File: config.mk
export PLATFORM = sky130hd
export DESIGN_NAME = jk_updown_counter_flat
export DESIGN_NICKNAME = d
export VERILOG_FILES = /design/src/rtl/jk_pkg.sv /design/src/rtl/jk_updown_counter_if.sv /design/src/rtl/jk_cell.sv /design/src/rtl/jk_updown_counter.sv /design/src/flat_wrapper.sv
export SDC_FILE = /design/constraint.sdc
export NUM_CORES = 1
export LEC_CHECK = 0
export CORE_UTILIZATION = 35
export DETAILED_ROUTE_END_ITERATION = 10
export PLACE_DENSITY = 0.66
export SLEW_MARGIN = 10
export SYNTH_ARGS = -nofsm -noshare
export SYNTH_HDL_FRONTEND = slang
export SYNTH_SLANG_ARGS = --single-unit
export TNS_END_PERCENT = 20
File: constraint.sdc
create_clock -name clk -period 2.1 [get_ports clk]
set_clock_uncertainty 0.05 [all_clocks]
set_input_delay 0.315 -clock clk [delete_from_list [all_inputs] [get_ports clk]]
set_output_delay 0.315 -clock clk [all_outputs]
set_load 0.005 [all_outputs]
File: src/rtl/jk_pkg.sv
// Shared types and helpers for the JK-cell up/down counter: operating mode
// and the per-bit JK excitation derived from present and next state.
package jk_pkg;

   typedef enum logic [1:0] {
      HOLD = 2'd0,
      LOAD = 2'd1,
      INC  = 2'd2,
      DEC  = 2'd3
   } mode_e;

   // Set a rising bit and clear a falling bit; held bits get J=K=0, never a toggle.
   function automatic logic [1:0] jk_excite(input logic q, input logic n);
      return {~q & n, q & ~n};
   endfunction

endpackage

File: src/rtl/jk_updown_counter_if.sv
// Control/status bundle of the JK up/down counter; the counter is the slave,
// the controlling block is the master.
interface jk_updown_counter_if #(
   parameter int WIDTH = 4
);
   logic             en;
   logic             up;
   logic             load;
   logic [WIDTH-1:0] din;
   logic [WIDTH-1:0] count;
   logic [WIDTH-1:0] count_b;
   logic             tc;
   logic             load_err;
   logic [WIDTH-1:0] j_bus;
   logic [WIDTH-1:0] k_bus;

   modport master (
      output en, up, load, din,
      input  count, count_b, tc, load_err, j_bus, k_bus
   );

   modport slave (
      input  en, up, load, din,
      output count, count_b, tc, load_err, j_bus, k_bus
   );
endinterface

File: src/rtl/jk_cell.sv
// One JK flip-flop bit with synchronous active-low clear:
// 00 hold, 01 clear, 10 set, 11 toggle.
module jk_cell (
   input  logic clk,
   input  logic rst_n,
   input  logic j,
   input  logic k,
   output logic q,
   output logic qb
);

   always_ff @(posedge clk) begin
      if (!rst_n) begin
         q <= 1'b0;
      end else begin
         case ({j, k})
            2'b01:   q <= 1'b0;
            2'b10:   q <= 1'b1;
            2'b11:   q <= ~q;
            default: q <= q;
         endcase
      end
   end

   // Complement is combinational so it tracks q even while held in reset.
   assign qb = ~q;

endmodule

File: src/rtl/jk_updown_counter.sv
// Modulo-MODULUS up/down counter built from JK cells; computes the next state
// from load/en/up, derives J/K excitation, and registers tc and load_err.
module jk_updown_counter
   import jk_pkg::*;
#(
   parameter int WIDTH   = 4,
   parameter int MODULUS = 10
) (
   input  logic                clk,
   input  logic                rst_n,
   jk_updown_counter_if.slave  bus
);

   localparam logic [WIDTH:0]   MOD_W = (WIDTH+1)'(MODULUS);
   localparam logic [WIDTH-1:0] TOP_V = WIDTH'(MODULUS - 1);

   mode_e            mode;
   logic [WIDTH-1:0] q;
   logic [WIDTH-1:0] qb;
   logic [WIDTH-1:0] next_q;
   logic [WIDTH-1:0] j_vec;
   logic [WIDTH-1:0] k_vec;
   logic [WIDTH:0]   inc_w;
   logic [WIDTH:0]   dec_w;
   logic             wrap;
   logic             bad_load;
   logic             tc_p1;
   logic             load_err_p1;
   logic             unused_carry;

   always_comb begin
      mode = HOLD;
      if (bus.load)
         mode = LOAD;
      else if (bus.en)
         mode = bus.up ? INC : DEC;
   end

   assign inc_w        = {1'b0, q} + (WIDTH+1)'(1);
   assign dec_w        = {1'b0, q} - (WIDTH+1)'(1);
   assign unused_carry = ^{inc_w[WIDTH], dec_w[WIDTH]};

   // Wrap is decided on the untruncated compare; the sum is truncated afterwards,
   // so MODULUS = 2^WIDTH still flags tc on the natural rollover.
   always_comb begin
      next_q   = q;
      wrap     = 1'b0;
      bad_load = 1'b0;
      case (mode)
         LOAD: begin
            if ({1'b0, bus.din} < MOD_W) begin
               next_q = bus.din;
            end else begin
               next_q   = '0;
               bad_load = 1'b1;
            end
         end
         INC: begin
            if (q == TOP_V) begin
               next_q = '0;
               wrap   = 1'b1;
            end else begin
               next_q = inc_w[WIDTH-1:0];
            end
         end
         DEC: begin
            if (q == '0) begin
               next_q = TOP_V;
               wrap   = 1'b1;
            end else begin
               next_q = dec_w[WIDTH-1:0];
            end
         end
         default: next_q = q;
      endcase
   end

   for (genvar i = 0; i < WIDTH; i++) begin : g_bit
      assign {j_vec[i], k_vec[i]} = jk_excite(q[i], next_q[i]);

      jk_cell u_cell (
         .clk   (clk),
         .rst_n (rst_n),
         .j     (j_vec[i]),
         .k     (k_vec[i]),
         .q     (q[i]),
         .qb    (qb[i])
      );
   end

   // Stage p1: status pulses aligned with the count they describe.
   always_ff @(posedge clk) begin
      if (!rst_n) begin
         tc_p1       <= 1'b0;
         load_err_p1 <= 1'b0;
      end else begin
         tc_p1       <= wrap;
         load_err_p1 <= bad_load;
      end
   end

   assign bus.count    = q;
   assign bus.count_b  = qb;
   assign bus.tc       = tc_p1;
   assign bus.load_err = load_err_p1;
   assign bus.j_bus    = j_vec;
   assign bus.k_bus    = k_vec;

endmodule
File: src/flat_wrapper.sv
// flat-port wrapper written by rule: the top's interface ports become plain ports
module jk_updown_counter_flat import jk_pkg::*;
#(
   parameter int WIDTH   = 4,
   parameter int MODULUS = 10
)
  (clk, rst_n, bus_en, bus_up, bus_load, bus_din, bus_count, bus_count_b, bus_tc, bus_load_err, bus_j_bus, bus_k_bus);
  jk_updown_counter_if #(.WIDTH(WIDTH)) bus_i ();
  input  logic clk;
  input  logic rst_n;
  input wire logic [$bits(bus_i.en)-1:0] bus_en;
  input wire logic [$bits(bus_i.up)-1:0] bus_up;
  input wire logic [$bits(bus_i.load)-1:0] bus_load;
  input wire logic [$bits(bus_i.din)-1:0] bus_din;
  output wire logic [$bits(bus_i.count)-1:0] bus_count;
  output wire logic [$bits(bus_i.count_b)-1:0] bus_count_b;
  output wire logic [$bits(bus_i.tc)-1:0] bus_tc;
  output wire logic [$bits(bus_i.load_err)-1:0] bus_load_err;
  output wire logic [$bits(bus_i.j_bus)-1:0] bus_j_bus;
  output wire logic [$bits(bus_i.k_bus)-1:0] bus_k_bus;
  assign bus_i.en = bus_en;
  assign bus_i.up = bus_up;
  assign bus_i.load = bus_load;
  assign bus_i.din = bus_din;
  assign bus_count = bus_i.count;
  assign bus_count_b = bus_i.count_b;
  assign bus_tc = bus_i.tc;
  assign bus_load_err = bus_i.load_err;
  assign bus_j_bus = bus_i.j_bus;
  assign bus_k_bus = bus_i.k_bus;
  jk_updown_counter #(.WIDTH(WIDTH), .MODULUS(MODULUS)) u_core (.clk(clk), .rst_n(rst_n), .bus(bus_i));
endmodule
==> impl_metrics.py <==
metrics = {
    "run_status": {
        "status": "complete, but fails checks",
        "violations": "setup timing",
    },
    "route": {
        "detail_route.first_pass.iterations": 4,
        "vias_per_cell": 5.14,
        "postRouteAntennaNets": 0,
        "wire_per_inst_um": 13.4,
        "route.detailed.drc": 0,
        "routed_wirelength_um": 2270,
        "drtIter0Drc": 18,
        "dr_total_vias": 873,
    },
    "yosys": {
        "synth_area_um2": 813,
        "yosysTopAreaCellShare_pct": 16.9,
        "synth_area_leaders": "ha_1 17%, dfxtp_1 15%, buf_4 15%, mux2i_1 6.2%, nor2b_1 3.8%",
        "synthDistinctLibCells": 38,
        "synth_edf_count": 0,
        "ys.flop_type": "dfxtp_1",
        "synth_area_per_cell_um2": 8.47,
        "async_flop_share_pct": 0,
        "ys_ff_latch": 6,
        "yosysWarningCount": 0,
        "syn_inst": 96,
        "syn-num-nets": 116,
        "synth.largest_area_cell": "ha_1",
        "ys_seq_area_share_pct": 14.8,
    },
    "sta": {
        "fin_crit_sh_pct": 108,
        "slew_headroom_pct": 78.7,
        "rsz0062_at_grt": "true",
        "fin_setup_tns_ns": -0.865,
        "drv_slew": 0,
        "fin_ws_ns": -0.165,
        "hold_violations": 0,
        "finalSetupViolations": 8,
        "period_needed_ns": 2.27,
        "tightest_slew_ns": 0.320,
        "fmax_ghz": 0.441,
        "whs_ns": 0.455,
    },
    "global_route": {
        "grt_max_degree": 8,
        "grt_pass1_wl_um": 3510,
        "grt_overflow": 0,
        "antenna_found_initial": 0,
        "grt.total_usage_pct": 18.5,
        "first_global_vias": 826,
    },
    "layout": {
        "num_antenna_cells": 0,
        "syn_to_final_growth_pct": 69.7,
        "layoutNonFillerInstCount": 170,
        "final_layout_size_suffix_gt1_share_pct": 52.8,
        "fin_nets": 164,
    },
    "cts": {
        "htreeDepth": 1,
        "cts_tree": "yes",
        "clkTransAtPathRegs_ns": 0.05,
        "cts_buffer_depth": 2,
        "clock_latency_ns": 0.25,
        "cts_buffers": 3,
        "clkSinkCount": 6,
        "clock-root-buffer": "clkbuf_4",
    },
    "setup_path": {
        "worstReg2RegStart": "u_core.g_bit[1].u_cell.q",
        "arrival_ns": 1.90,
        "cp-start-kind": "register",
        "r2r_cells": 11,
        "critical_path.endpoint_type": "primary output",
        "path_class": "register to primary output",
        "cp_data_required_time_ns": 1.74,
        "timing.rr.end": "u_core.g_bit[3].u_cell.q",
        "path_max_fanout": 3,
        "ff2ff_setup_slack_ns": 0.01,
    },
    "floorplan": {
        "start_util_pct": 37.1,
        "die_h_um": 50.2,
        "die_x_um": 50.2,
        "dieArea_um2": 2520,
        "core_area_um2": 2190,
        "rows": 17,
        "ios": 27,
    },
    "placement": {
        "place.port_buffers": 26,
        "post-place-cells": 157,
        "gp_congestion": 0.820,
        "hpwl_um": 1550,
    },
    "power": {
        "p_per_area_nw_per_um2": 428,
        "ir_worst_vdd_uv": 350,
        "p_leak_uw": 0.000625,
        "power.total_uw": 591,
    },
    "hold_path": {
        "holdPathStages": 2,
        "hold_path.class": "primary input to register",
        "hold_start": "bus_din[3]",
        "hold_end": "u_core.bus.load_err",
    },
    "run": {
        "maxCapViolations": 0,
    },
}
-- registers in the layout, indices dropped and copies added (netlist names) --
name,flops
u_core.g_bit.u_cell.q,4
u_core.bus.tc,1
u_core.bus.load_err,1
-- power by group --
part | switching [uW] | internal [uW]
combinational | 142 | 200
clock | 49.2 | 65.1
sequential | 10.4 | 124
-- how the worst max path moves through the flow --
stage | from | endpoint
6_report | u_core.g_bit[1].u_cell.q | bus_j_bus[3]
5_1_grt | u_core.g_bit[1].u_cell.q | bus_j_bus[3]
4_1_cts | u_core.g_bit[1].u_cell.q | bus_j_bus[3]
3_5_place_dp | bus_load | bus_j_bus[3]
3_3_place_gp | bus_load | bus_j_bus[3]
2_1_floorplan | u_core.g_bit[1].u_cell.q | bus_j_bus[3]
-- Yosys cell counts, types with 2 or more instances --
| library cell | count |
|---|---|
| nand2_1 | 3 |
| ha_1 | 11 |
| o21ai_0 | 3 |
| o211ai_1 | 2 |
| nor2b_1 | 5 |
| buf_6 | 2 |
| inv_1 | 5 |
| and3_1 | 2 |
| a31oi_1 | 2 |
| nor2_1 | 6 |
| dfxtp_1 | 6 |
| mux2i_1 | 5 |
| nand3_1 | 4 |
| buf_4 | 16 |
-- stage by stage --
step	util [%]	setup slack, ns	instance area (um2)
after floorplan	-	0.00113	815
after global placement	52.8	-0.521	1160
after detailed placement	52.8	-0.562	1160
after CTS	61.1	-0.183	1340
after global routing	63.0	-0.288	1380
final	63.0	-0.165	1380
-- area by class of cell --
type,instances,area (um2)
multi-input combinational,66,649
clock buffer,3,22.5
fill,176,811
sequential,6,125
inverter,5,23.8
timing repair buffer,62,524
tap,28,35.0
-- worst max-delay path, stage by stage (launching register included) --
cell and delay [ns]:
dfxtp_2 0.33, inv_4 0.08, ha_4 0.15, nand3b_1 0.11
and3_4 0.19, and2_4 0.13, or3_1 0.35, ha_2 0.18
buf_2 0.12
-- layout by cell type, fill, tap and decap left out, types with 2 or more instances in the layout --
master / instances
buf_4: 32
clkdlybuf4s50_1: 14
dlygate4sd2_1: 7
ha_2: 6
mux2i_1: 5
nor2_1: 4
nor2b_1: 4
buf_6: 4
dfxtp_1: 4
nand2_1: 3
nand3_1: 3
inv_1: 3
ha_1: 3
clkbuf_4: 3
nor2_2: 2
nor2b_4: 2
o211ai_1: 2
and2_4: 2
inv_4: 2
and3_1: 2
o21ai_0: 2
ha_4: 2
buf_2: 2
clkdlybuf4s15_2: 2
-- cells by family (layout without fill, tap and decap cells) --
kind of cell	count (synthesis)	count (layout)	synth area share [%]
compound gates	20	20	19.1
xor+xnor	1	1	1.08
fa+ha+maj	11	11	16.9
buf+inv	24	70	20.5
flops	6	6	14.8
mux	5	5	6.15
simple gates	29	29	21.5
-- layer usage --
layer	share of wire [%]	up-vias	GRT usage, %
met5	0	-	0
met4	1.8	0	9.52
met3	5.9	5	3.64
met2	49	32	30.9
met1	43	409	22.1
li1	-	427	-
-- what timing repair did --
action | CTS | global route
hold buffers | 0 | 0
pin swaps | 16 | 11
setup buffers | 6 | 4
resized for setup | 55 | 6
setup endpoints to repair | 8 | 9
(Power assumes the default switching activity.)
